[config.mk]
export PLATFORM = sky130hd
export DESIGN_NAME = cardinal_lsu
export DESIGN_NICKNAME = d
export VERILOG_FILES = /design/src/rtl/cardinal_pkg.sv /design/src/rtl/cardinal_fifo.sv /design/src/rtl/cardinal_lsu.sv
export SDC_FILE = /design/constraint.sdc
export NUM_CORES = 1
export LEC_CHECK = 0
export BUFFER_PORTS_ARGS = -buffer_cell sky130_fd_sc_hd__buf_2
export CAP_MARGIN = 20
export CORE_UTILIZATION = 35
export CTS_CLUSTER_DIAMETER = 150
export DETAILED_ROUTE_END_ITERATION = 12
export GPL_TIMING_DRIVEN = 0
export PLACE_DENSITY = 0.68
export SYNTH_ARGS = -nofsm -noshare
export SYNTH_HDL_FRONTEND = slang
export SYNTH_HIERARCHICAL = 1
export SYNTH_SLANG_ARGS = --single-unit
export TNS_END_PERCENT = 50
[constraint.sdc]
create_clock -name clk -period 4 [get_ports clk]
set_input_delay 0 -clock clk [delete_from_list [all_inputs] [get_ports clk]]
set_output_delay 0 -clock clk [all_outputs]
set_load 0.005 [all_outputs]
[src/rtl/cardinal_pkg.sv]
// Shared types and default widths for the cardinal load/store unit.
package cardinal_pkg;

    typedef enum logic {
        StIdle = 1'b0,
        StBusy = 1'b1
    } lsu_state_e;

    localparam int unsigned DefDataW   = 64;
    localparam int unsigned DefAddrW   = 32;
    localparam int unsigned DefTagW    = 5;
    localparam int unsigned DefDepth   = 4;
    localparam int unsigned DefTimeout = 255;

endpackage

[src/rtl/cardinal_fifo.sv]
// In-order request queue: power-of-two ring buffer with an occupancy counter.
module cardinal_fifo
    import cardinal_pkg::*;
#(
    parameter int unsigned WIDTH = 8,
    parameter int unsigned DEPTH = DefDepth
) (
    input  logic                     i_clk,
    input  logic                     i_rst_n,
    input  logic                     i_push,
    input  logic [WIDTH-1:0]         i_wdata,
    input  logic                     i_pop,
    output logic [WIDTH-1:0]         o_rdata,
    output logic                     o_full,
    output logic                     o_empty,
    output logic [$clog2(DEPTH):0]   o_level
);

    localparam int unsigned PtrW = $clog2(DEPTH);
    localparam int unsigned LvlW = PtrW + 1;

    logic [WIDTH-1:0] r_mem [DEPTH];
    logic [PtrW-1:0]  r_rd_ptr;
    logic [PtrW-1:0]  r_wr_ptr;
    logic [LvlW-1:0]  r_level;
    logic             w_do_push;
    logic             w_do_pop;

    assign o_full    = (r_level == LvlW'(DEPTH));
    assign o_empty   = (r_level == '0);
    assign o_level   = r_level;
    assign o_rdata   = r_mem[r_rd_ptr];
    assign w_do_push = i_push && !o_full;
    assign w_do_pop  = i_pop && !o_empty;

    always_ff @(posedge i_clk) begin
        if (w_do_push) begin
            r_mem[r_wr_ptr] <= i_wdata;
        end
    end

    // Pointers wrap naturally because DEPTH is a power of two.
    always_ff @(posedge i_clk) begin
        if (!i_rst_n) begin
            r_rd_ptr <= '0;
            r_wr_ptr <= '0;
            r_level  <= '0;
        end else begin
            if (w_do_push) begin
                r_wr_ptr <= r_wr_ptr + 1'b1;
            end
            if (w_do_pop) begin
                r_rd_ptr <= r_rd_ptr + 1'b1;
            end
            case ({w_do_push, w_do_pop})
                2'b10:   r_level <= r_level + 1'b1;
                2'b01:   r_level <= r_level - 1'b1;
                default: r_level <= r_level;
            endcase
        end
    end

endmodule

[src/rtl/cardinal_lsu.sv]
// Load/store unit: queues execute-stage requests and issues them to memory one at a time,
// with a per-access timeout and a one-cycle load writeback.
module cardinal_lsu
    import cardinal_pkg::*;
#(
    parameter int unsigned DATA_W  = DefDataW,
    parameter int unsigned ADDR_W  = DefAddrW,
    parameter int unsigned TAG_W   = DefTagW,
    parameter int unsigned DEPTH   = DefDepth,
    parameter int unsigned TIMEOUT = DefTimeout
) (
    input  logic                   clk,
    input  logic                   reset,
    input  logic                   req_valid,
    output logic                   req_ready,
    input  logic                   req_wr,
    input  logic [ADDR_W-1:0]      req_addr,
    input  logic [DATA_W-1:0]      req_wdata,
    input  logic [TAG_W-1:0]       req_rd,
    output logic                   mem_en,
    output logic                   mem_wr_en,
    output logic [ADDR_W-1:0]      mem_addr,
    output logic [DATA_W-1:0]      mem_wdata,
    input  logic                   mem_ack,
    input  logic [DATA_W-1:0]      mem_rdata,
    output logic                   wb_valid,
    output logic [TAG_W-1:0]       wb_rd,
    output logic [DATA_W-1:0]      wb_data,
    output logic                   wb_err,
    output logic                   err,
    output logic [$clog2(DEPTH):0] level
);

    localparam int unsigned EntW = 1 + ADDR_W + DATA_W + TAG_W;
    localparam int unsigned CntW = $clog2(TIMEOUT + 1);
    localparam int unsigned LvlW = $clog2(DEPTH) + 1;

    lsu_state_e        r_state;
    lsu_state_e        w_state_d;
    logic [CntW-1:0]   r_wait;
    logic              r_wb_valid;
    logic [TAG_W-1:0]  r_wb_rd;
    logic [DATA_W-1:0] r_wb_data;
    logic              r_wb_err;
    logic              r_err;

    logic [EntW-1:0]   w_push_ent;
    logic [EntW-1:0]   w_head;
    logic              w_head_wr;
    logic [ADDR_W-1:0] w_head_addr;
    logic [DATA_W-1:0] w_head_wdata;
    logic [TAG_W-1:0]  w_head_rd;
    logic              w_full;
    logic              w_empty;
    logic [LvlW-1:0]   w_level;
    logic              w_push;
    logic              w_busy;
    logic              w_timeout;
    logic              w_done;
    logic              w_queue_left;

    assign w_push_ent = {req_wr, req_addr, req_wdata, req_rd};
    assign {w_head_wr, w_head_addr, w_head_wdata, w_head_rd} = w_head;

    cardinal_fifo #(
        .WIDTH (EntW),
        .DEPTH (DEPTH)
    ) u_fifo (
        .i_clk   (clk),
        .i_rst_n (reset),
        .i_push  (w_push),
        .i_wdata (w_push_ent),
        .i_pop   (w_done),
        .o_rdata (w_head),
        .o_full  (w_full),
        .o_empty (w_empty),
        .o_level (w_level)
    );

    assign req_ready = !w_full;
    assign level     = w_level;
    assign w_push    = req_valid && !w_full;
    assign w_busy    = (r_state == StBusy);
    // The access is abandoned at the end of its TIMEOUT-th unacknowledged cycle.
    assign w_timeout = w_busy && !mem_ack && (r_wait == CntW'(TIMEOUT - 1));
    assign w_done    = w_busy && (mem_ack || w_timeout);
    // Entries remaining after this cycle's pop and any concurrent push.
    assign w_queue_left = (w_level > LvlW'(1)) || w_push;

    always_ff @(posedge clk) begin
        if (!reset) begin
            r_state <= StIdle;
        end else begin
            r_state <= w_state_d;
        end
    end

    always_comb begin
        w_state_d = r_state;
        case (r_state)
            StIdle: begin
                if (!w_empty) begin
                    w_state_d = StBusy;
                end
            end
            StBusy: begin
                if (w_done && !w_queue_left) begin
                    w_state_d = StIdle;
                end
            end
            default: w_state_d = StIdle;
        endcase
    end

    always_comb begin
        mem_en    = 1'b0;
        mem_wr_en = 1'b0;
        mem_addr  = '0;
        mem_wdata = '0;
        if (w_busy) begin
            mem_en    = 1'b1;
            mem_wr_en = w_head_wr;
            mem_addr  = w_head_addr;
            mem_wdata = w_head_wdata;
        end
    end

    always_ff @(posedge clk) begin
        if (!reset) begin
            r_wait     <= '0;
            r_wb_valid <= 1'b0;
            r_wb_rd    <= '0;
            r_wb_data  <= '0;
            r_wb_err   <= 1'b0;
            r_err      <= 1'b0;
        end else begin
            r_wb_valid <= w_done && !w_head_wr;
            if (w_done || !w_busy) begin
                r_wait <= '0;
            end else begin
                r_wait <= r_wait + 1'b1;
            end
            if (w_done && !w_head_wr) begin
                r_wb_rd   <= w_head_rd;
                r_wb_err  <= w_timeout;
                r_wb_data <= w_timeout ? '0 : mem_rdata;
            end
            if (w_timeout) begin
                r_err <= 1'b1;
            end
        end
    end

    assign wb_valid = r_wb_valid;
    assign wb_rd    = r_wb_rd;
    assign wb_data  = r_wb_data;
    assign wb_err   = r_wb_err;
    assign err      = r_err;

endmodule

Word level (Yosys, flattened, before mapping)
Memory sizes are Yosys's and may differ from the RTL's. A register that Yosys moved wholly into a read port is not among the register bits.
Index checks and enable logic that the tools add are counted.
{"block": "classes", "add_sub_neg": 5, "magnitude_cmp": 1, "eq_ne": 4, "mux": 13, "n_bitwise": 2, "n_reduce_logical": 20}
{"op": "2-to-1 mux 64 bit", "n": 2}
{"op": "2-to-1 mux 32 bit", "n": 1}
{"op": "adder 8 x 1 -> 8 bit (second input constant)", "n": 1}
{"op": "equality test 8 bit (second input constant)", "n": 1}
{"op": "logical AND 1 bit", "n": 8}
{"op": "zero test 1 bit", "n": 6}
{"op": "2-to-1 mux 1 bit", "n": 6}
{"op": "one-hot mux 3 bit (2 select lines)", "n": 1}
{"op": "adder 2 x 1 -> 2 bit (second input constant)", "n": 2}
{"op": "2-to-1 mux 2 bit", "n": 2}
{"op": "adder 3 x 1 -> 3 bit (second input constant)", "n": 1}
{"op": "equality test 3 bit (second input constant)", "n": 1}
{"op": "> comparator 3 x 1 -> 1 bit (second input constant)", "n": 1}
{"op": "zero test 3 bit", "n": 1}
{"op": "logical OR 1 bit", "n": 3}
{"op": "subtractor 3 x 1 -> 3 bit (second input constant)", "n": 1}
{"op": "equality test 2 x 1 -> 1 bit (second input constant)", "n": 1}
{"op": "equality test 2 bit (second input constant)", "n": 1}
{"op": "NOT 1 bit", "n": 2}
{"op": "one-hot mux 1 bit (2 select lines)", "n": 1}
{"op": "nonzero test 2 bit", "n": 1}
{"op": "OR reduction 2 bit", "n": 1}
{"block": "word_totals", "ff_bits": 88, "ramBits": 408, "in_bits": 170, "output_inout_bits": 174, "word_cells": 56, "memories": 1}
{"memory": "u_fifo.r_mem", "depth": 4, "word_bits": 102, "rd": 1, "rd_clocked_by_memory_dff": 1, "write_ports": 1, "line": "cardinal_fifo.sv:22", "rtl": "logic [WIDTH-1:0] r_mem [DEPTH];"}

Logic depth before layout (Yosys ltp)
Gate-level depths: netlist (run 1).
{"block": "logic_depth", "word_depth": 8, "ltp_mapped": 12, "ltp_nobuf": 12}

Cells and area by module
The synthesis (run 1) kept the hierarchy.
{"mod": "cardinal_fifo", "instances": 1, "cells_each": 586, "area_per_inst_um2": 15200.8, "seq_area_each_um2": 12431.9}
{"mod": "cardinal_lsu", "instances": 1, "cells_each": 468, "area_per_inst_um2": 4055.1, "seq_area_each_um2": 1621.6}

Worst setup path after synthesis (run 1)
Ideal clock, no wire load.
{"block": "synth_path", "kind": "register to register", "start": "reg u_fifo.r_level[2], in the netlist u_fifo/o_level[2]", "end": "mem u_fifo/r_mem[2][0] (netlist name) (enable)", "setup_time_ps": 472, "arrival_time_ps": 3392, "t_required_ps": 3528, "slack_ps": 135, "path_stages_with_launch": 6, "path_buffers": 1, "synth_period_minus_slack_ps": 3865, "cell_sequence": "dfxtp_1 > nor3b_1 > nor2b_1 > nor2b_1 > clkbuf_1 > and2_1"}
{"block": "synth_between", "elab_chain_cells": 6}
{"element": "start: declaration", "line": "cardinal_fifo.sv:25", "rtl": "logic [LvlW-1:0] r_level;"}
{"element": "start signal: assignment", "line": "cardinal_fifo.sv:56", "rtl": "2'b10: r_level <= r_level + 1'b1;"}
{"element": "start signal: assignment", "line": "cardinal_fifo.sv:57", "rtl": "2'b01: r_level <= r_level - 1'b1;"}
{"element": "start signal: assignment", "line": "cardinal_fifo.sv:58", "rtl": "default: r_level <= r_level;"}
{"element": "equality test 3 bit", "line": "cardinal_fifo.sv:29", "rtl": "assign o_full = (r_level == LvlW'(DEPTH));"}
{"element": "via w_full", "line": "cardinal_lsu.sv:53", "rtl": "logic w_full;"}
{"element": "zero test 1 bit", "line": "cardinal_lsu.sv:82", "rtl": "assign w_push = req_valid && !w_full;"}
{"element": "logical AND 1 bit", "line": "cardinal_lsu.sv:82"}
{"element": "via w_push", "line": "cardinal_lsu.sv:56", "rtl": "logic w_push;"}
{"element": "logical AND 1 bit", "line": "cardinal_fifo.sv:33", "rtl": "assign w_do_push = i_push && !o_full;"}
{"element": "2-to-1 mux 1 bit", "line": "cardinal_fifo.sv:37", "rtl": "if (w_do_push) begin"}
{"element": "2-to-1 mux 1 bit (not written as such)", "line": "cardinal_fifo.sv:38", "rtl": "r_mem[r_wr_ptr] <= i_wdata;"}
{"element": "end: declaration", "line": "cardinal_fifo.sv:22"}
The timed path passes the listed nets, and every way through them passes these cells.

Worst setup path in the final report (run 1)
{"block": "layout_path", "start": "reg r_state", "end": "reg u_fifo.r_level[2], in the netlist u_fifo/o_level[2]"}
{"block": "layout_between", "elab_chain_cells": 7, "word_cells_on_any_way": 9, "cone_classes": "eq/ne (2); mux (1); reduce/logical (6)"}
{"element": "start: declaration", "line": "cardinal_lsu.sv:38", "rtl": "lsu_state_e r_state;"}
{"element": "start signal: assignment", "line": "cardinal_lsu.sv:92", "rtl": "r_state <= StIdle;"}
{"element": "start signal: assignment", "line": "cardinal_lsu.sv:94", "rtl": "r_state <= w_state_d;"}
{"element": "logical AND 1 bit (2 in series)", "line": "cardinal_lsu.sv:85", "rtl": "assign w_timeout = w_busy && !mem_ack && (r_wait == CntW'(TIMEOUT - 1));"}
{"element": "logical OR 1 bit", "line": "cardinal_lsu.sv:86", "rtl": "assign w_done = w_busy && (mem_ack || w_timeout);"}
{"element": "logical AND 1 bit *", "line": "cardinal_lsu.sv:86"}
{"element": "via w_done", "line": "cardinal_lsu.sv:59", "rtl": "logic w_done;"}
{"element": "logical AND 1 bit *", "line": "cardinal_fifo.sv:34", "rtl": "assign w_do_pop = i_pop && !o_empty;"}
{"element": "via u_fifo.w_do_pop", "line": "cardinal_fifo.sv:27", "rtl": "logic w_do_pop;"}
{"element": "equality test 2 x 1 -> 1 bit / equality test 2 bit (equally long branches)", "line": "cardinal_fifo.sv:55", "rtl": "case ({w_do_push, w_do_pop})"}
{"element": "one-hot mux 3 bit (2 select lines) / nonzero test 2 bit (equally long branches)"}
The timed path passes the listed nets; every way through them passes the cells marked *.
A chain may end at the register's enable or synchronous reset.

==> summary.md, run 1 <==
| Metric | Value |
|---|---|
| Number of design rule violations left after detail routing | `0` |
| VDD IR max | `0.510 mV` |
| P_leak | `9.37 nW` |
| Maximum root-to-sink buffer count | `3` |
| Largest net degree at the start of global routing | `54` |
| Worst setup path category | `flop to flop` |
| Distinct cells, synth | `36` |
| Worst min path class | `input pin to flop` |
| Num CTS Buffers | `54` |
| Final critical delay including setup and external delays | `3.52 ns` |
| WP data arrival | `4.03 ns` |
| Portion of synthesized cell area occupied by the leading cell type | `63.6%` |
| Fraction of the yosys area taken by sequential cells | `73.0%` |
| Post-Route Hold Slack | `0.153 ns` |
| Critical path endpoint category | `flop` |
| Top library cells by usage in the layout, fill and taps aside | `sky130_fd_sc_hd__edfxtp_1 (408), sky130_fd_sc_hd__buf_2 (353), sky130_fd_sc_hd__dlygate4sd3_1 (169)` |
| Transition time of the tightest slew-check pin | `0.946 ns` |
| Detail Placement HPWL | `29.5 mm` |
| CTS sink cnt | `498` |
| # nets final | `1808` |
| Switching Share | `23.4%` |
| Run status | `finished clean` |
| Sequential Power Share | `47.5%` |
| Hold-critical path endpoint | `u_fifo/r_mem[2][43]` |
| Number of synthesized flops with an enable pin | `408` |
| Number of input and output port buffers inserted | `342` |
| Wire length of the first global-routing pass | `68.9 mm` |
| Most common cell after layout, fill and taps aside | `sky130_fd_sc_hd__edfxtp_1` |
| Total negative slack | `0 ns` |
| Leading post-synthesis cells by cell area | `sky130_fd_sc_hd__edfxtp_1 (64%), sky130_fd_sc_hd__mux4_2 (12%), sky130_fd_sc_hd__dfxtp_1 (9.4%)` |
| Maximum cell stage delay along the critical path | `0.63 ns` |
| Post-placement worst setup slack | `0.377 ns` |
| Total length of routed wires | `45.8 mm` |
| Critical-path maximum fanout | `10` |
| Cell accounting for the most synthesized area | `sky130_fd_sc_hd__edfxtp_1` |
| H-Tree Depth | `2` |
| Reg-to-reg slack, setup | `0.48 ns` |
| Share of synthesized registers carrying an async set or reset | `0%` |
| Most used DFF post-synth | `sky130_fd_sc_hd__edfxtp_1` |
| Die Span X | `237 um` |
| Die H | `237 um` |
| I/O pin cnt | `344` |
| Origin of the critical flop-to-flop path | `r_state` |
| Latest clock arrival within the worst-skew pair | `0.59 ns` |
| Highest clock rate | `0.284 GHz` |
| Drt first pass iters | `7` |
| Min-Delay Startpoint | `req_wdata[38]` |
| Core Footprint | `54100 sq um` |
| Detailed-route via count | `11.3k` |
| P_sw | `3.00 mW` |
| Row Count | `85` |
| Final setup violation count | `0` |
| Final instance area | `25600 sq um` |
| Clock Pin Slew Worst Setup and Hold Paths | `0.06 ns` |
| Wire length per cell | `19.3 um` |
| Cell area after placement | `22100 sq um` |
| Full die area | `56000 sq um` |
| Internal power of the cells | `9.80 mW` |
| Post-Synthesis Mean Instance Area | `18.3 sq um` |
| Pwr dens | `501 nW/um^2` |
| Startpoint Class | `flop` |
| Layout area overhead | `32.8%` |
| Worst slew margin relative to its limit | `36.9%` |
| Initial antenna violation count | `4` |
| Total count of max-transition violations in the final report | `0` |
| Starting utilization of the core area | `35.6%` |
| Antenna-violating nets left | `0` |
| Clock group share of total power | `38.7%` |
| Part of the power in combinational logic | `13.9%` |
| Final hold violation count | `0` |
| Post-Syn Nets | `1232` |
| Crit path cell chain | `clkbuf_1 > buf_8 > clkbuf_1 > nor2b_1 > nor2b_1 > ha_1 > inv_1 > fa_1 > xor2_1 > or3_1 > a21boi_0` |
| Violation count after the first detailed-route iteration | `512` |
| Count of state elements after synthesis | `498` |
| Share of the core filled with cells in the final layout | `47.2%` |
| Buffers inserted by post-CTS timing repair | `0` |
| Worst Slack Setup Final | `0.482 ns` |
| Synthesized netlist cell count | `1054` |
| Post-synthesis instance area | `19300 sq um` |
| Routability cong. | `0.802` |
| CP required | `4.51 ns` |
| Max-cap viol count | `0` |
| Tot GR Track Use | `16.2%` |
| Number of stages on the worst hold path | `2` |
| Worst Reg2Reg Path Length in Cells | `11` |
| DR vias/cell | `4.76` |
| Setup Skew | `0.0170 ns` |
| Root buf cell | `sky130_fd_sc_hd__clkbuf_16` |
| Endpoint of the worst-slack reg-to-reg timing path | `u_fifo/o_level[2]` |
| Via count of the first global-routing pass | `12.0k` |
| RSZ-0062 raised after global routing | `no` |
| Remaining global-route overflow | `0` |
| Proportion of layout cells with a drive suffix above 1 | `34.2%` |
| Final worst path period share | `87.9%` |
| Yosys warning total | `6` |
| TritonCTS clock tree | `built` |
| Critical Path Slowest Stage Cell | `sky130_fd_sc_hd__clkbuf_1` |
-- routing by layer --
metal  track usage [%]  wire length [um]  vias to the layer above  part of all wire, %
li1                  -                 -                     5182                    -
met1              18.1             17700                     5650                   39
met2              28.5             22900                      392                   50
met3              5.36              3620                       81                  7.9
met4              6.45              1560                        0                  3.4
met5                 0                 0                        -                    0
-- critical path: cells and delay by family (launching register included) --
kind	cells	cell delay, ns
AOI/OAI and AO/OA	1	0.16
xor gates and xnor gates	1	0.16
adders and majority gates	2	0.62
buffers and inverters	4	1.28
DFF	1	0.36
and+or+nand+nor	3	0.86
-- cells in the mapped netlist, types with 2 or more instances --
cell type and instances:
sky130_fd_sc_hd__dfxtp_1 90, sky130_fd_sc_hd__and2_1 103, sky130_fd_sc_hd__xor2_1 4, sky130_fd_sc_hd__nor3_1 3, sky130_fd_sc_hd__a21boi_0 2, sky130_fd_sc_hd__clkbuf_1 23
sky130_fd_sc_hd__mux4_2 102, sky130_fd_sc_hd__nand2_1 151, sky130_fd_sc_hd__inv_1 8, sky130_fd_sc_hd__buf_2 11, sky130_fd_sc_hd__or3_1 3, sky130_fd_sc_hd__nand3_1 4
sky130_fd_sc_hd__mux2i_1 72, sky130_fd_sc_hd__nand2b_1 2, sky130_fd_sc_hd__o21ai_0 6, sky130_fd_sc_hd__and3_1 2, sky130_fd_sc_hd__buf_6 16, sky130_fd_sc_hd__xnor2_1 3
sky130_fd_sc_hd__nor2_1 9, sky130_fd_sc_hd__buf_12 7, sky130_fd_sc_hd__ha_1 7, sky130_fd_sc_hd__edfxtp_1 408, sky130_fd_sc_hd__nor2b_1 5
-- how the worst max path moves through the flow --
stage          depth (start not counted)                   to               from  slack [ns]
4_1_cts                               11    u_fifo/o_level[2]            r_state        0.36
5_1_grt                               11    u_fifo/o_level[2]            r_state        0.16
3_3_place_gp                           5  u_fifo/r_mem[1][22]  u_fifo/o_level[1]       -2.28
6_report                              11    u_fifo/o_level[2]            r_state        0.48
2_1_floorplan                          5   u_fifo/r_mem[2][0]  u_fifo/o_level[2]        0.14
3_5_place_dp                          11    u_fifo/o_level[2]            r_state        0.38
-- sequential cells by signal (all words and copies together), names as in the netlist, named ones only --
| register | count |
|---|---|
| err | 1 |
| r_state | 1 |
| r_wait | 8 |
| u_fifo/o_level | 3 |
| u_fifo/r_mem | 408 |
| u_fifo/r_rd_ptr | 2 |
| u_fifo/r_wr_ptr | 2 |
| wb_data | 64 |
| wb_err | 1 |
| wb_rd | 5 |
| wb_valid | 1 |
-- power by group through the flow --
stage	logic [mW]	registers (mW)	clock network, mW
CTS	1.82	6.08	5.11
global route	1.94	6.10	5.29
global placement	1.60	6.23	0
floorplan	0.886	6.19	0
finish	1.78	6.08	4.95
detailed placement	1.68	6.19	0
-- through the flow --
step	power, mW	std cells
finish	12.8	2375
global route	13.3	2373
CTS	13.0	2370
detailed placement	7.87	2101
global placement	7.83	2092
floorplan	7.08	1054
-- repair_timing --
action	CTS	global route
gates resized for setup	0	0
endpoints found under the hold margin	490	0
hold buffers	169	0
-- cell families (layout without fill, tap and decap cells) --
family          Yosys count  count (layout)  share of synthesized area, %
compound gates           12              12                         0.494
xor+xnor                  7               7                         0.318
fa+ha+maj                 8               8                         0.559
buf+inv                  67             687                          2.60
flops                   498             498                          73.0
mux                     174             174                          15.7
other cells               0               5                             0
simple gates            288             288                          7.37
-- cell type report --
class / instances / area [sq um]
inverter: 9 / 33.8
sequential: 498 / 14100
timing repair buffer: 520 / 3640
tap: 696 / 871
antenna: 5 / 12.5
fill: 4556 / 28600
clock buffer: 72 / 1500
buffer: 58 / 467
clock inverter: 28 / 284
multi-input combinational: 489 / 4710
Power figures use the tool's default switching activity.
==> inputs of run 2 (changes only) <==
CTS_BUF_LIST = sky130_fd_sc_hd__clkbuf_2   (was not set)
==> run 2 against run 1 <==
- the flow now stops in clock tree synthesis
- synthesized cell count is the same
- area after synthesis did not move
==> summary.md, run 2 <==
| Metric | Value |
|---|---|
| Run status | `stopped before the end` |
| Stage where the flow stopped | `clock tree synthesis` |
| First error line in the log | `[ERROR RSZ-0060] Max buffer count reached.` |
| I/O pin cnt | `344 (unchanged)` |
| Row Count | `85 (unchanged)` |
| CTS sink cnt | `498 (unchanged)` |
| Leading post-synthesis cells by cell area | `sky130_fd_sc_hd__edfxtp_1 (64%), sky130_fd_sc_hd__mux4_2 (12%), sky130_fd_sc_hd__dfxtp_1 (9.4%)` |
| Distinct cells, synth | `36 (unchanged)` |
| Count of state elements after synthesis | `498 (unchanged)` |
| Post-Place Cells | `2101 (unchanged)` |
| Post-Synthesis Mean Instance Area | `18.3 sq um (unchanged)` |
| Synthesized netlist cell count | `1054 (unchanged)` |
| Detail Placement HPWL | `29.5 mm (unchanged)` |
| Most frequently used cell type in the post-synthesis netlist | `sky130_fd_sc_hd__edfxtp_1` |
| Post-Syn Nets | `1232 (unchanged)` |
| Routability cong. | `0.802 (unchanged)` |
| Most used DFF post-synth | `sky130_fd_sc_hd__edfxtp_1` |
| Portion of synthesized cell area occupied by the leading cell type | `63.6% (unchanged)` |
| Starting utilization of the core area | `35.6% (unchanged)` |
| Fraction of the yosys area taken by sequential cells | `73.0% (unchanged)` |
| Number of synthesized flops with an enable pin | `408 (unchanged)` |
| Share of synthesized registers carrying an async set or reset | `0% (unchanged)` |
| Root buf cell | `sky130_fd_sc_hd__clkbuf_2` |
| Buffers inserted by post-CTS timing repair | `0 (unchanged)` |
| Die Span X | `237 um (unchanged)` |
| H-Tree Depth | `4 (+2)` |
| Maximum root-to-sink buffer count | `3 (unchanged)` |
| Top cells by count, synth | `sky130_fd_sc_hd__edfxtp_1 (408), sky130_fd_sc_hd__nand2_1 (151), sky130_fd_sc_hd__and2_1 (103), sky130_fd_sc_hd__mux4_2 (102), sky130_fd_sc_hd__dfxtp_1 (90)` |
| Number of buffers inserted for hold repair after clock tree synthesis | `468 (+180%)` |
| Post-synthesis instance area | `19300 sq um (unchanged)` |
| Number of input and output port buffers inserted | `342 (unchanged)` |
| Cell accounting for the most synthesized area | `sky130_fd_sc_hd__edfxtp_1` |
| Num CTS Buffers | `135 (+150%)` |
| Yosys warning total | `6 (unchanged)` |
| Number of resized instances in the post-cts repair step | `0 (unchanged)` |
| Cell area after placement | `22100 sq um (unchanged)` |
| Die H | `237 um (unchanged)` |
-- run 2: stage by stage --
stage / util (%) / hold WS (ns) / setup WS, ns
floorplan: - / 0.0989 / 0.135
global placement: 40.3 / 0.209 / -2.28
detailed placement: 40.8 / 0.216 / 0.377
-- run 2: cell families after synthesis --
logic type               synth area share (%)
AO/OA/AOI/OAI                           0.494
XOR/XNOR                                0.318
adder cells (fa/ha/maj)                 0.559
flip-flops                               73.0
multiplexers                             15.7
buffers and inverters                    2.60
AND/OR/NAND/NOR                          7.37
==> inputs of run 3 (changes only) <==
CORE_UTILIZATION = 20   (was 35)
CTS_BUF_LIST = not set   (was sky130_fd_sc_hd__clkbuf_2)
CTS_CLUSTER_DIAMETER = not set   (was 150)
PLACE_DENSITY = not set   (was 0.68)
PLACE_DENSITY_LB_ADDON = 0.15   (was not set)
clock period = 5.2 ns   (was 4 ns; I/O delays follow)
==> run 3 against run 2 <==
- the flow now finishes without violations
==> summary.md, run 3 (synthesis gave the netlist of run 1 again) <==
| Metric | Value |
|---|---|
| Run status | `finished clean` |
| Cell area after placement | `22800 sq um (+3.2%)` |
| WP data arrival | `3.93 ns` |
| Min-Delay Startpoint | `req_wdata[31]` |
| Setup Skew | `0.0194 ns` |
| Latest clock arrival within the worst-skew pair | `0.64 ns` |
| Final setup violation count | `0` |
| H-Tree Depth | `2 (-2)` |
| CP required | `5.76 ns` |
| Highest clock rate | `0.297 GHz` |
| Worst min path class | `input pin to flop` |
| Max-cap viol count | `0` |
| P_sw | `2.50 mW` |
| I/O pin cnt | `344 (unchanged)` |
| Final critical delay including setup and external delays | `3.37 ns` |
| DR vias/cell | `3.80` |
| Origin of the critical flop-to-flop path | `r_state` |
| Starting utilization of the core area | `20.2% (-15 points)` |
| CP startpoint | `r_state` |
| Total count of max-transition violations in the final report | `0` |
| TritonCTS clock tree | `built` |
| Core Footprint | `95200 sq um` |
| Final hold violation count | `0` |
| Violation count after the first detailed-route iteration | `527` |
| Root buf cell | `sky130_fd_sc_hd__clkbuf_16` |
| Wire length per cell | `17.9 um` |
| Largest net degree at the start of global routing | `48` |
| Pwr dens | `387 nW/um^2` |
| Detail Placement HPWL | `34.7 mm (+18%)` |
| Number of design rule violations left after detail routing | `0` |
| Overall power consumption | `10.2 mW` |
| RSZ-0062 raised after global routing | `no` |
| Non-filler cells, final | `2954` |
| Final worst path period share | `64.8%` |
| Proportion of layout cells with a drive suffix above 1 | `35.1%` |
| Internal power of the cells | `7.74 mW` |
| Detailed-route via count | `11.2k` |
| Row Count | `113 (+33%)` |
| Critical path endpoint category | `flop` |
| Maximum root-to-sink buffer count | `3 (unchanged)` |
| Layout area overhead | `37.4%` |
| Die Span X | `312 um (+32%)` |
| # nets final | `1814` |
| Drt first pass iters | `4` |
| Clock Pin Slew Worst Setup and Hold Paths | `0.06 ns` |
| Routability cong. | `0.804 (+0.30%)` |
| Sequential Power Share | `45.6%` |
| CTS sink cnt | `498 (unchanged)` |
| Worst setup path category | `flop to flop` |
| Transition time of the tightest slew-check pin | `0.743 ns` |
| Antenna-violating nets left | `0` |
| Most common cell after layout, fill and taps aside | `sky130_fd_sc_hd__edfxtp_1` |
| Tot GR Track Use | `10.8%` |
| Die H | `312 um (+32%)` |
| Share of the core filled with cells in the final layout | `27.8%` |
| Top library cells by usage in the layout, fill and taps aside | `sky130_fd_sc_hd__edfxtp_1 (408), sky130_fd_sc_hd__buf_2 (353), sky130_fd_sc_hd__dlygate4sd3_1 (169)` |
| Final instance area | `26500 sq um` |
| Via count of the first global-routing pass | `12.4k` |
| Count of filler cells inserted in the layout | `9748` |
| Worst slew margin relative to its limit | `50.5%` |
| Num CTS Buffers | `60 (-56%)` |
| Sequential cell area | `14100 sq um` |
| Critical-path maximum fanout | `10` |
| Total negative slack | `0 ns` |
| Area occupied by multi-input gates | `4710 sq um` |
| Number of flip-flops under the largest register name | `408` |
| Full die area | `97500 sq um` |
| Most flop-heavy register | `u_fifo/r_mem` |
| P_leak | `9.47 nW` |
| Wire length of the first global-routing pass | `79.0 mm` |
| Remaining global-route overflow | `0` |
| Total length of routed wires | `52.8 mm` |
| Startpoint Class | `flop` |
| Switching Share | `24.4%` |
| Part of the power in combinational logic | `13.6%` |
| Number of input and output port buffers inserted | `342 (unchanged)` |
| Post-Place Cells | `2670 (+27%)` |
| Initial antenna violation count | `3` |
| VDD IR max | `0.252 mV` |
| Clock group share of total power | `40.8%` |
[run 3: metal layers]
metal	routed length, um	track usage (%)
met2	25700	18.6
met5	0	0
met4	1330	3.82
met1	22400	12.9
met3	3470	3.01
[run 3: power by group through the flow]
stage               Clock [mW]  Sequential [mW]  Combinational [mW]
floorplan                    0             4.77               0.682
global placement             0             4.81                1.32
detailed placement           0             4.76                1.36
CTS                       4.37             4.67                1.48
global route              4.49             4.70                1.55
finish                    4.18             4.67                1.39
[run 3: cell type report]
type                            count  area share, %
Sequential cell                   498           53.1
Inverter                            9          0.128
Buffer                             58           1.77
Multi-Input combinational cell    489           17.8
Clock buffer                       72           5.88
Antenna cell                        2         0.0189
Timing Repair Buffer              520           13.7
Tap cell                         1265           5.98
Clock inverter                     41           1.56
[run 3: final timing paths]
check,endpoint,depth (start not counted),slack (ns)
setup / recovery,u_fifo/o_level[2],10,1.83
hold / removal,u_fifo/r_mem[3][36],2,0.1
hold reg to reg,wb_data[24],2,0.45
setup reg to reg,u_fifo/o_level[2],10,1.83
[run 3: worst max-delay path, stage by stage (launching register included)]
cell                       delay [ns]
sky130_fd_sc_hd__dfxtp_1         0.38
sky130_fd_sc_hd__clkbuf_2        0.47
sky130_fd_sc_hd__clkbuf_1        0.58
sky130_fd_sc_hd__nor2b_1         0.27
sky130_fd_sc_hd__nor2b_1         0.25
sky130_fd_sc_hd__ha_1            0.22
sky130_fd_sc_hd__inv_1           0.06
sky130_fd_sc_hd__fa_1            0.37
sky130_fd_sc_hd__xor2_1          0.16
sky130_fd_sc_hd__or3_1           0.30
sky130_fd_sc_hd__a21boi_0        0.20
[run 3: through the flow]
step | hold slack (ns) | setup slack [ns]
4_1_cts | 0.0150 | 1.57
5_1_grt | 0.0572 | 1.36
3_5_place_dp | 0.216 | 1.63
6_report | 0.0965 | 1.83
2_1_floorplan | 0.0989 | 1.34
3_3_place_gp | 0.214 | -1.78
[run 3: what timing repair did]
action,in CTS,in global routing
resized for setup,0,0
hold buffers,169,0
buffers inserted,0,0
endpoints found under the hold margin,493,0
==> inputs of run 4 (changes only) <==
clock period = 3 ns   (was 5.2 ns; I/O delays follow)
==> run 4 against run 3 <==
- via count grew 0.70%
- highest routed layer is now met5
- combinational power grew 76%
- count of clock-buffer cells in the layout is 6 higher
- setup slack got worse by 1.5 ns
==> summary.md, run 4 (synthesis gave the netlist of run 1 again) <==
| Metric | Value |
|---|---|
| I/O pin cnt | `344 (unchanged)` |
| Remaining global-route overflow | `0 (unchanged)` |
| WP data arrival | `3.28 ns (-0.65 ns)` |
| CP startpoint | `r_wait[0]` |
| Setup Skew | `0.0166 ns (-0.00277 ns)` |
| Overall power consumption | `17.8 mW (+74%)` |
| P_leak | `9.48 nW (+0.13%)` |
| Total count of max-transition violations in the final report | `0 (unchanged)` |
| Total length of routed wires | `53.4 mm (+1.1%)` |
| Tot GR Track Use | `10.8% (-0.016 points)` |
| Antenna-violating nets left | `0 (unchanged)` |
| Worst min path class | `input pin to flop` |
| Min-Delay Startpoint | `req_wdata[20]` |
| Full die area | `97500 sq um (unchanged)` |
| Wire length of the first global-routing pass | `78.7 mm (-0.45%)` |
| Die Span X | `312 um (unchanged)` |
| Top library cells by usage in the layout, fill and taps aside | `sky130_fd_sc_hd__edfxtp_1 (408), sky130_fd_sc_hd__buf_2 (353), sky130_fd_sc_hd__dlygate4sd3_1 (169)` |
| Pwr dens | `674 nW/um^2 (+74%)` |
| Wire length per cell | `18.1 um (+1.1%)` |
| VDD IR max | `0.469 mV (+86%)` |
| Max-cap viol count | `0 (unchanged)` |
| Post-placement worst setup slack | `-0.625 ns (-2.26 ns)` |
| GRT met1 Usage | `12.8% (-0.095 points)` |
| Num CTS Buffers | `59 (-1.7%)` |
| Routability cong. | `0.783 (-2.6%)` |
| CP required | `3.57 ns (-2.19 ns)` |
| Initial antenna violation count | `7 (+4)` |
| Number of flip-flops under the largest register name | `408 (unchanged)` |
| Most flop-heavy register | `u_fifo/r_mem` |
| Critical path endpoint category | `flop` |
| Die H | `312 um (unchanged)` |
| Worst Slack Setup Final | `0.294 ns (-1.54 ns)` |
| Origin of the critical flop-to-flop path | `r_wait[0]` |
| # nets final | `1814 (unchanged)` |
| Critical-path maximum fanout | `5 (-5)` |
| Worst setup path category | `flop to flop` |
| Run status | `finished clean` |
| TritonCTS clock tree | `built` |
| Final worst path period share | `90.2% (+25 points)` |
| Row Count | `113 (unchanged)` |
| Via count of the first global-routing pass | `12.3k (-0.78%)` |
| CTS sink cnt | `498 (unchanged)` |
| Busiest grt layer | `met2` |
| Core Footprint | `95200 sq um (unchanged)` |
| Post-Route Hold Slack | `0.0995 ns (+0.00299 ns)` |
| Number of design rule violations left after detail routing | `0 (unchanged)` |
| Detailed-route via count | `11.3k (+0.70%)` |
| Proportion of layout cells with a drive suffix above 1 | `34.9% (-0.22 points)` |
| Final setup violation count | `0 (unchanged)` |
| Layout area overhead | `37.6%` |
| Worst slew margin relative to its limit | `49.8% (-0.69 points)` |
| Share of the core filled with cells in the final layout | `27.8% (+0.035 points)` |
| Starting utilization of the core area | `20.2% (unchanged)` |
| Number of input and output port buffers inserted | `342 (unchanged)` |
| Violation count after the first detailed-route iteration | `507 (-3.8%)` |
| Final instance area | `26500 sq um (+0.13%)` |
| Maximum root-to-sink buffer count | `3 (unchanged)` |
| Startpoint Class | `flop` |
| Clock Pin Slew Worst Setup and Hold Paths | `0.06 ns (about the same)` |
| Cell area after placement | `22800 sq um (unchanged)` |
| Final hold violation count | `0 (unchanged)` |
| Drt first pass iters | `4 (unchanged)` |
| Detail Placement HPWL | `34.9 mm (+0.49%)` |
| Root buf cell | `sky130_fd_sc_hd__clkbuf_16` |
| Transition time of the tightest slew-check pin | `0.754 ns (+0.0104 ns)` |
| DR vias/cell | `3.82 (+0.74%)` |
| Reg-to-reg slack, setup | `0.29 ns (-1.54 ns)` |
| Latest clock arrival within the worst-skew pair | `0.64 ns (about the same)` |
| Final critical delay including setup and external delays | `2.71 ns (-0.663 ns)` |
| Global-route track usage on met2 | `18.2% (-0.41 points)` |
| Largest net degree at the start of global routing | `48 (unchanged)` |
| Fraction of met3 tracks used by global routing | `3.69% (+0.68 points)` |
| H-Tree Depth | `2 (unchanged)` |
| Highest clock rate | `0.370 GHz (+25%)` |
| Most common cell after layout, fill and taps aside | `sky130_fd_sc_hd__edfxtp_1` |
==> run 4: layout make-up <==
class / instances / area, sq um
multi-input cells: 490 / 4720
inverters: 9 / 33.8
repair buffers: 521 / 3650
clock inverters: 33 / 377
fillers: 9709 / 68700
well taps: 1265 / 1580
plain buffers: 57 / 474
flip-flops and latches: 498 / 14100
diodes: 2 / 5.00
clock buffers: 78 / 1610
==> run 4: routing by layer <==
layer	share of wire, %	vias to the layer above
met5	0.060	-
met4	2.5	6
met3	7.8	80
met2	48	346
met1	42	5670
li1	-	5193
==> run 4: path summary, 6_finish.rpt <==
path	cells after the start	to
max reg2reg	12	u_fifo/o_level[2]
max	12	u_fifo/o_level[2]
min reg2reg	2	wb_data[43]
min	2	u_fifo/r_mem[0][25]
==> run 4: metrics by stage <==
| stage | setup TNS [ns] | std cells |
|---|---|---|
| floorplan | -176.30 | 1054 |
| CTS | 0 | 2950 |
| global placement | -1092.58 | 2661 |
| global route | -0.0000386 | 2953 |
| finish | 0 | 2953 |
| detailed placement | -1.01 | 2670 |
==> run 4: worst max-delay path, stage by stage (launching register included) <==
cell	delay [ns]
sky130_fd_sc_hd__dfxtp_1	0.34
sky130_fd_sc_hd__inv_1	0.06
sky130_fd_sc_hd__ha_1	0.15
sky130_fd_sc_hd__and3_2	0.27
sky130_fd_sc_hd__a21oi_4	0.10
sky130_fd_sc_hd__nor2b_1	0.21
sky130_fd_sc_hd__nor2b_1	0.24
sky130_fd_sc_hd__ha_1	0.21
sky130_fd_sc_hd__inv_1	0.06
sky130_fd_sc_hd__fa_1	0.37
sky130_fd_sc_hd__xor2_1	0.17
sky130_fd_sc_hd__or3_1	0.30
sky130_fd_sc_hd__a21boi_0	0.15
==> run 4: power breakdown <==
part	leakage, nW	switching [mW]	internal, mW
Combinational	4.04	1.30	1.16
Sequential	4.47	0.123	7.98
Clock	0.967	2.92	4.38
==> run 4: what timing repair did <==
item / CTS / global route
resized for setup: 5 / 0
gates cloned: 0 / 1
endpoints found under the setup margin: 17 / 33
setup buffers: 0 / 1
endpoints found under the hold margin: 492 / 0
hold buffers: 169 / 0
pin swaps: 0 / 1
